## src/rtl/tvs_monitor.sv

```systemverilog
// Post-processor for the TVS sample stream: per-channel boxcar average, raw min/max,
// hysteretic alarms on one channel and a registered channel-indexed read port.
module tvs_monitor #(
  parameter int                 NUM_CH   = 4,
  parameter int                 CH_W     = 2,
  parameter int                 VALUE_W  = 16,
  parameter int                 AVG_LOG2 = 3,
  parameter int                 ALARM_CH = 0,
  parameter logic [VALUE_W-1:0] HYST     = VALUE_W'('h10)
) (
  input  logic               i_clk,
  input  logic               i_resetn,
  input  logic               i_en,
  input  logic               i_clear,
  input  logic               i_smp_valid,
  input  logic [CH_W-1:0]    i_smp_channel,
  input  logic [VALUE_W-1:0] i_smp_value,
  input  logic [VALUE_W-1:0] i_thr_high,
  input  logic [VALUE_W-1:0] i_thr_low,
  input  logic [CH_W-1:0]    i_rd_ch,
  output logic [VALUE_W-1:0] o_rd_avg,
  output logic [VALUE_W-1:0] o_rd_min,
  output logic [VALUE_W-1:0] o_rd_max,
  output logic               o_rd_avg_valid,
  output logic               o_avg_upd,
  output logic [CH_W-1:0]    o_avg_ch,
  output logic               o_alarm_high,
  output logic               o_alarm_low,
  output logic [7:0]         o_drop_cnt
);

  localparam int ACC_W = VALUE_W + AVG_LOG2;
  // With AVG_LOG2 = 0 the counter is a 1-bit constant zero, so every sample completes.
  localparam int CNT_W = (AVG_LOG2 > 0) ? AVG_LOG2 : 1;
  localparam logic [CNT_W-1:0] CNT_LAST = CNT_W'((1 << AVG_LOG2) - 1);

  logic [ACC_W-1:0]   r_acc [NUM_CH];
  logic [CNT_W-1:0]   r_cnt [NUM_CH];
  logic [VALUE_W-1:0] r_min [NUM_CH];
  logic [VALUE_W-1:0] r_max [NUM_CH];
  logic [VALUE_W-1:0] r_avg [NUM_CH];
  logic [NUM_CH-1:0]  r_vld;

  logic [VALUE_W-1:0] r_rd_avg, r_rd_min, r_rd_max;
  logic               r_rd_vld, r_avg_upd, r_alarm_high, r_alarm_low;
  logic [CH_W-1:0]    r_avg_ch;
  logic [7:0]         r_drop_cnt;

  logic               w_in_range, w_accept, w_drop, w_complete;
  logic [ACC_W-1:0]   w_acc_sel, w_sum;
  logic [CNT_W-1:0]   w_cnt_sel;
  logic [VALUE_W-1:0] w_avg_new;
  logic [VALUE_W-1:0] w_rd_avg, w_rd_min, w_rd_max;
  logic               w_rd_vld;
  logic [VALUE_W:0]   w_alarm_avg;
  logic               w_hi_set, w_hi_clr, w_lo_set, w_lo_clr;

  assign w_in_range = {1'b0, i_smp_channel} < (CH_W+1)'(NUM_CH);
  assign w_accept   = i_smp_valid & i_en & ~i_clear & w_in_range;
  assign w_drop     = i_smp_valid & i_en & ~i_clear & ~w_in_range;

  always_comb begin
    w_acc_sel = '0;
    w_cnt_sel = '0;
    w_rd_avg  = '0;
    w_rd_min  = '0;
    w_rd_max  = '0;
    w_rd_vld  = 1'b0;
    for (int i = 0; i < NUM_CH; i++) begin
      if (i_smp_channel == CH_W'(i)) begin
        w_acc_sel = r_acc[i];
        w_cnt_sel = r_cnt[i];
      end
      if (i_rd_ch == CH_W'(i)) begin
        w_rd_avg = r_avg[i];
        w_rd_min = r_min[i];
        w_rd_max = r_max[i];
        w_rd_vld = r_vld[i];
      end
    end
    w_sum      = w_acc_sel + ACC_W'(i_smp_value);
    w_complete = w_accept && (w_cnt_sel == CNT_LAST);
    w_avg_new  = VALUE_W'(w_sum >> AVG_LOG2);
  end

  // One extra bit keeps threshold +/- hysteresis sums from wrapping.
  assign w_alarm_avg = {1'b0, r_avg[ALARM_CH]};
  assign w_hi_set    = w_alarm_avg >= {1'b0, i_thr_high};
  assign w_hi_clr    = (w_alarm_avg + {1'b0, HYST}) < {1'b0, i_thr_high};
  assign w_lo_set    = w_alarm_avg <= {1'b0, i_thr_low};
  assign w_lo_clr    = w_alarm_avg > ({1'b0, i_thr_low} + {1'b0, HYST});

  always_ff @(posedge i_clk) begin
    if (!i_resetn) begin
      for (int i = 0; i < NUM_CH; i++) begin
        r_acc[i] <= '0;
        r_cnt[i] <= '0;
        r_min[i] <= '1;
        r_max[i] <= '0;
        r_avg[i] <= '0;
      end
      r_vld <= '0;
    end else if (i_clear) begin
      for (int i = 0; i < NUM_CH; i++) begin
        r_acc[i] <= '0;
        r_cnt[i] <= '0;
        r_min[i] <= '1;
        r_max[i] <= '0;
      end
      r_vld <= '0;
    end else if (w_accept) begin
      for (int i = 0; i < NUM_CH; i++) begin
        if (i_smp_channel == CH_W'(i)) begin
          if (w_complete) begin
            r_acc[i] <= '0;
            r_cnt[i] <= '0;
            r_avg[i] <= w_avg_new;
            r_vld[i] <= 1'b1;
          end else begin
            r_acc[i] <= w_sum;
            r_cnt[i] <= r_cnt[i] + CNT_W'(1);
          end
          if (i_smp_value < r_min[i]) r_min[i] <= i_smp_value;
          if (i_smp_value > r_max[i]) r_max[i] <= i_smp_value;
        end
      end
    end
  end

  always_ff @(posedge i_clk) begin
    if (!i_resetn) begin
      r_rd_avg     <= '0;
      r_rd_min     <= '0;
      r_rd_max     <= '0;
      r_rd_vld     <= 1'b0;
      r_avg_upd    <= 1'b0;
      r_avg_ch     <= '0;
      r_alarm_high <= 1'b0;
      r_alarm_low  <= 1'b0;
      r_drop_cnt   <= '0;
    end else begin
      r_rd_avg  <= w_rd_avg;
      r_rd_min  <= w_rd_min;
      r_rd_max  <= w_rd_max;
      r_rd_vld  <= w_rd_vld;
      r_avg_upd <= w_complete;
      if (w_complete) r_avg_ch <= i_smp_channel;
      if (w_drop && (r_drop_cnt != 8'hFF)) r_drop_cnt <= r_drop_cnt + 8'd1;
      if (w_hi_set)      r_alarm_high <= 1'b1;
      else if (w_hi_clr) r_alarm_high <= 1'b0;
      if (w_lo_set)      r_alarm_low <= 1'b1;
      else if (w_lo_clr) r_alarm_low <= 1'b0;
    end
  end

  assign o_rd_avg       = r_rd_avg;
  assign o_rd_min       = r_rd_min;
  assign o_rd_max       = r_rd_max;
  assign o_rd_avg_valid = r_rd_vld;
  assign o_avg_upd      = r_avg_upd;
  assign o_avg_ch       = r_avg_ch;
  assign o_alarm_high   = r_alarm_high;
  assign o_alarm_low    = r_alarm_low;
  assign o_drop_cnt     = r_drop_cnt;

endmodule

```

## config.mk

```make
export PLATFORM = sky130hd
export DESIGN_NAME = tvs_monitor
export DESIGN_NICKNAME = d
export VERILOG_FILES = /design/src/rtl/tvs_monitor.sv
export SDC_FILE = /design/constraint.sdc
export NUM_CORES = 1
export LEC_CHECK = 0
export ABC_AREA = 1
export CAP_MARGIN = 30
export CORE_UTILIZATION = 25
export CTS_CLUSTER_DIAMETER = 50
export DETAILED_ROUTE_END_ITERATION = 6
export PLACE_DENSITY = 0.53
export SETUP_SLACK_MARGIN = 0.05
export SKIP_LAST_GASP = 1
export SLEW_MARGIN = 20
export SYNTH_ARGS = -nofsm -noshare
export SYNTH_HDL_FRONTEND = slang
export SYNTH_SLANG_ARGS = --single-unit
```

## constraint.sdc

```tcl
create_clock -name i_clk -period 3.45 [get_ports i_clk]
set_clock_uncertainty 0.15 [all_clocks]
set_input_delay 0.69 -clock i_clk [delete_from_list [all_inputs] [get_ports i_clk]]
set_output_delay 0.69 -clock i_clk [all_outputs]
set_load 0.02 [all_outputs]
```

After elaboration in Yosys (flattened, before gate mapping)
Memories as Yosys holds them, arrays and structs flattened.
Index checks and enable logic that the tools add are counted.
- reductions and logical operators: 10
- add/sub/neg operators: 7
- equal/unequal tests: 7
- bitwise operators: 48
- multiplexer cells: 166
- order comparisons: 12
- operator list (cell ; count):
    $mux 16 ; 32
    $mux 19 ; 16
    $mux 1 ; 102
    $gt 16x16->1 ; 4
    $lt 16x16->1 ; 4
    $mux 3 ; 16
    $or 1x1->1 ; 44
    $add 16x5->17 const B ; 2
    $add 19x16->19 ; 1
    $gt 16x17->1 ; 1
    $lt 17x16->1 ; 1
    $ge 16x16->1 ; 1
    $le 16x16->1 ; 1
    $add 3x1->3 const B ; 4
    $reduce_and 3->1 ; 4
    $eq 2x2->1 const B ; 4
    $eq 2x1->1 const B ; 2
    $logic_not 2->1 ; 2
    $reduce_bool 2->1 ; 2
    $eq 3x3->1 const B ; 1
    $and 1x1->1 ; 2
    $not 1->1 ; 2
    $reduce_or 2->1 ; 1
    $logic_and 1x1->1 ; 1
- word-level logic and storage cells: 267
- bits in registers: 58
- memories: 5
- input port bits: 57
- output and inout port bits: 62
- memory bits (writable): 280
- memories (memory ; depth ; width ; rd ports ; clocked after memory_dff ; write ports ; RTL line ; RTL):
    r_acc ; 4 ; 19 ; 4 ; 0 ; 4 ; 37 ; logic [ACC_W-1:0] r_acc [NUM_CH];
    r_avg ; 4 ; 16 ; 4 ; 0 ; 4 ; 41 ; logic [VALUE_W-1:0] r_avg [NUM_CH];
    r_max ; 4 ; 16 ; 4 ; 0 ; 4 ; 40 ; logic [VALUE_W-1:0] r_max [NUM_CH];
    r_min ; 4 ; 16 ; 4 ; 0 ; 4 ; 39 ; logic [VALUE_W-1:0] r_min [NUM_CH];
    r_cnt ; 4 ; 3 ; 4 ; 0 ; 4 ; 38 ; logic [CNT_W-1:0] r_cnt [NUM_CH];

Depth between registers and ports, before layout
- depth in word-level cells: 15
- depth in mapped cells: 22
- depth with buffers taken out: 20

Worst setup path after synthesis
No wires, ideal clock.
- kind: input -> register
- start: in i_smp_channel[0]
- end: mem r_avg[3][15] (netlist: r_avg[0][63]), data pin
- path buffers: 3
- stages: 19
- setup slack: -92 ps
- arrival: 3126 ps
- required time: 3034 ps
- setup time: 266 ps
- cell sequence: buf_6 -> nor2_2 -> buf_4 -> inv_2 -> clkbuf_1 -> o221ai_1 -> o21ai_0 -> inv_1 -> fa_1 -> inv_1 -> nand2_1 -> o21ai_0 -> nand3_1 -> nand2_1 -> nand2_1 -> nand2_1 -> nand3_1 -> nand2_1 -> nor2_1
- RTL lines (element ; RTL line ; RTL):
    from (decl) ; 16 ; input logic [CH_W-1:0] i_smp_channel,
    to (decl) ; 41 ;

==> reports/qor.yml <==
synth_ff_type: "edfxtp_1"
hp-start: "r_vld[2]$_SDFFE_PP0P_"
min_path_cells: 2
final_nets: 2889
outcome: "finished, final reports clean"
finalWeightedCongestion: 0.9267
routed_wl_um: 64730
synth_cell_type_count: 51
start_util_pct: 25.40
io_pins: 119
dp_hpwl_um: 47710
arrival_ns: 3.39
drcViolationCount: 0
viasPerCell: 4.547
yosys_warnings: 0
drtPass1Iterations: 6
synth_area_sq_um: 19810
setup_viol: 0
utilization_pct: 32.65
root_buffer: "clkbuf_16"
antenna_found_initial: 2
reg2reg_slack_ns: 0.58
port_buffers: 110
worstMarginPinSlew_ns: 0.9633
fin_crit_ns: 3.224
drt_iter0_drc: 1106
critPathMaxFanout: 7
required_ns: 3.62
final_cells: 3715
tritoncts: "built"
grt_pass1_vias: 16400
num_rows: 102
design_area_sq_um: 25460
syn_to_final_growth_pct: 28.55
cts.sinks: 338
end_kind: "flop"
routedWlPerCell_um: 17.42
holdPathEnd: "r_vld[2]$_SDFFE_PP0P_"
p_leak_uw: 0.01182
cts_buffers: 51
max_slew_margin_pct: 35.62
post-route-period-util_pct: 93.46
track_usage_pct: 15.98
ant_nets: 0
cts.path.max_buffers: 3
grt_start_max_net_pins: 57
synth_seq_area_share_pct: 45.58
core_region_area_sq_um: 77980
htreeDepth: 2
drv_slew: 0
place_area_sq_um: 23570
synth_edf_count: 226
startpoint_type: "primary input"
r2r_cells: 15
rsz0062_at_grt: "true"
r2r-start: "r_avg[0][6]$_SDFFCE_PN0P_"
dp.cells: 3614
chipWidth_um: 283.5
dieArea_sq_um: 80360
gr-total-overflow: 0
max_freq_mhz: 310.1
insertion_delay_ns: 0.60
grt_pass1_wl_um: 98960
worst-setup-path-type: "in -> reg"
path_clk_slew_ns: 0.06
ir_drop_uv: 325.8
syn_inst: 2348
reg2reg_to: "o_alarm_high$_SDFFE_PN0P_"
drv_cap: 0
hold_path_class: "reg -> reg"
finalPower_uw: 11950
hold_buffers: 0
vias: 16890
synth.avg_cell_area_sq_um: 8.435
synth-async-reset-ratio_pct: 0
drive_above_1_share_pct: 12.99
hold_viol_final: 0
p_per_area_nw_per_um2: 469.4
die_h_um: 283.5
synth_seq_cells: 338
==> synth_stat cells, types with 2 or more instances <==
library cell	instances	area (sq um)
inv_1	346	1299
nor3_2	2	20.02
ha_1	202	2527
buf_2	19	95.09
nor2_1	246	923.4
nor4_1	6	37.54
o211ai_1	18	135.1
or2_2	3	18.77
o21bai_1	3	22.52
xnor2_1	5	43.79
nor2_4	4	45.04
a221oi_1	4	35.03
a21o_1	5	37.54
nand3_1	165	825.8
buf_4	15	112.6
o21ai_1	3	15.01
a21oi_1	171	855.8
o21a_1	11	82.58
nor3b_1	2	15.01
buf_6	8	90.09
o221ai_1	8	70.07
xor2_1	25	219.0
a21boi_0	2	15.01
o22ai_1	40	250.2
edfxtp_1	226	6787
o21ai_0	115	575.6
nand2_1	464	1742
dfxtp_1	112	2242
clkbuf_1	39	146.4
nand2_4	3	33.78
nand2_2	6	37.54
a31oi_1	4	25.02
nand4_1	17	106.4
buf_1	3	11.26
nand3_4	2	35.03
nor3_1	18	90.09
a211oi_1	2	15.01
inv_2	11	41.29
==> worst max path at each step <==
stage	startpoint	end	cells past startpoint
after floorplan	i_smp_channel[0]	r_avg[0][63]$_SDFFCE_PN0P_	19
after global placement	i_smp_channel[0]	r_avg[0][31]$_SDFFCE_PN0P_	20
after detailed placement	i_smp_channel[0]	r_acc[1][18]$_SDFFCE_PN0P_	16
after CTS	i_smp_channel[0]	r_avg[0][31]$_SDFFCE_PN0P_	16
after global routing	i_smp_channel[1]	r_acc[2][16]$_SDFFCE_PN0P_	20
final	i_smp_channel[1]	r_avg[0][45]$_SDFFCE_PN0P_	20
==> stage by stage <==
step | hold WS [ns] | TNS [ns] | setup slack, ns
finish | 0.3111 | 0 | 0.2256
global route | 0.3336 | 0 | 0.02491
floorplan | 0.2859 | 0 | 0.05862
CTS | 0.3107 | 0 | 0.06133
detailed placement | 0.3017 | -40.28 | -0.5506
global placement | 0.2964 | -36.77 | -0.5270
==> registers in the layout, summed over array words and instances, names as in the netlist <==
signal and flops:
r_min 64, o_alarm_high 1, o_avg_upd 1, o_avg_ch 2, o_rd_min 16, r_cnt 12, o_rd_avg 16, r_max 64
r_acc 76, r_avg 64, o_rd_max 16, r_vld 4, o_rd_avg_valid 1, o_alarm_low 1
==> critical path: stages <==
cell,delay (ns)
clkdlybuf4s50_1,0.44
buf_4,0.18
nor2_4,0.10
nand2_1,0.05
nand2_1,0.06
o21ai_0,0.07
inv_1,0.06
ha_1,0.15
inv_1,0.06
fa_1,0.39
inv_1,0.09
nand2_1,0.09
o21ai_2,0.22
nand3_1,0.11
nand2_2,0.12
nand2_1,0.10
nand3_1,0.08
nand2_1,0.10
inv_2,0.15
nor2_1,0.06
==> area by class of cell <==
cell class              instances  area, sq um
multi-input cells            1574         9071
well taps                    1040         1301
diodes                          3        7.507
inverters                     358         1346
clock inverters                36        392.9
repair buffers                306         2910
fillers                      8003        52520
flip-flops and latches        338         9029
clock buffers                  60         1404
==> cells in the final DEF (no fill, tap or decap), types with 10 or more instances in the layout <==
cell type / n
a21oi_1: 168
ha_1: 202
clkdlybuf4s50_1: 108
nor3_1: 17
o21ai_0: 112
o211ai_1: 18
buf_12: 27
o21a_1: 11
nor2_1: 243
nand2_1: 458
o22ai_1: 40
dfxtp_1: 112
buf_4: 170
inv_1: 341
clkbuf_16: 54
edfxtp_1: 226
nand2_2: 10
nand3_1: 163
xor2_1: 24
nand4_1: 17
inv_2: 15
==> cell families (layout without fill, tap and decap cells) <==
kind of cell	Yosys count	in the layout	synth area share, %
AND/OR/NAND/NOR	942	942	20.06
buffers and inverters	443	760	9.160
AO/OA/AOI/OAI	391	391	10.99
flip-flops	338	338	45.58
adder cells (fa/ha/maj)	203	203	12.86
XOR/XNOR	30	30	1.327
other	1	11	0.01893
==> metal layers <==
metal / track usage [%] / up-vias / wire (um)
met3: 2.733 / 99 / 3558
met4: 5.473 / 0 / 1841
li1: - / 8420 / -
met1: 21.78 / 7927 / 30320
met5: 0 / - / 0
met2: 25.40 / 445 / 29020
==> timing repair <==
item	in CTS	in global routing
resized for setup	0	26
buffers inserted	0	2
setup endpoints to repair	0	100
==> where the power goes <==
part | internal (uW) | switching [uW]
Clock | 3340 | 2100
Combinational | 771 | 1170
Sequential | 4480 | 85.9
Total | 8590 | 3360
Power figures use the tool's default switching activity.
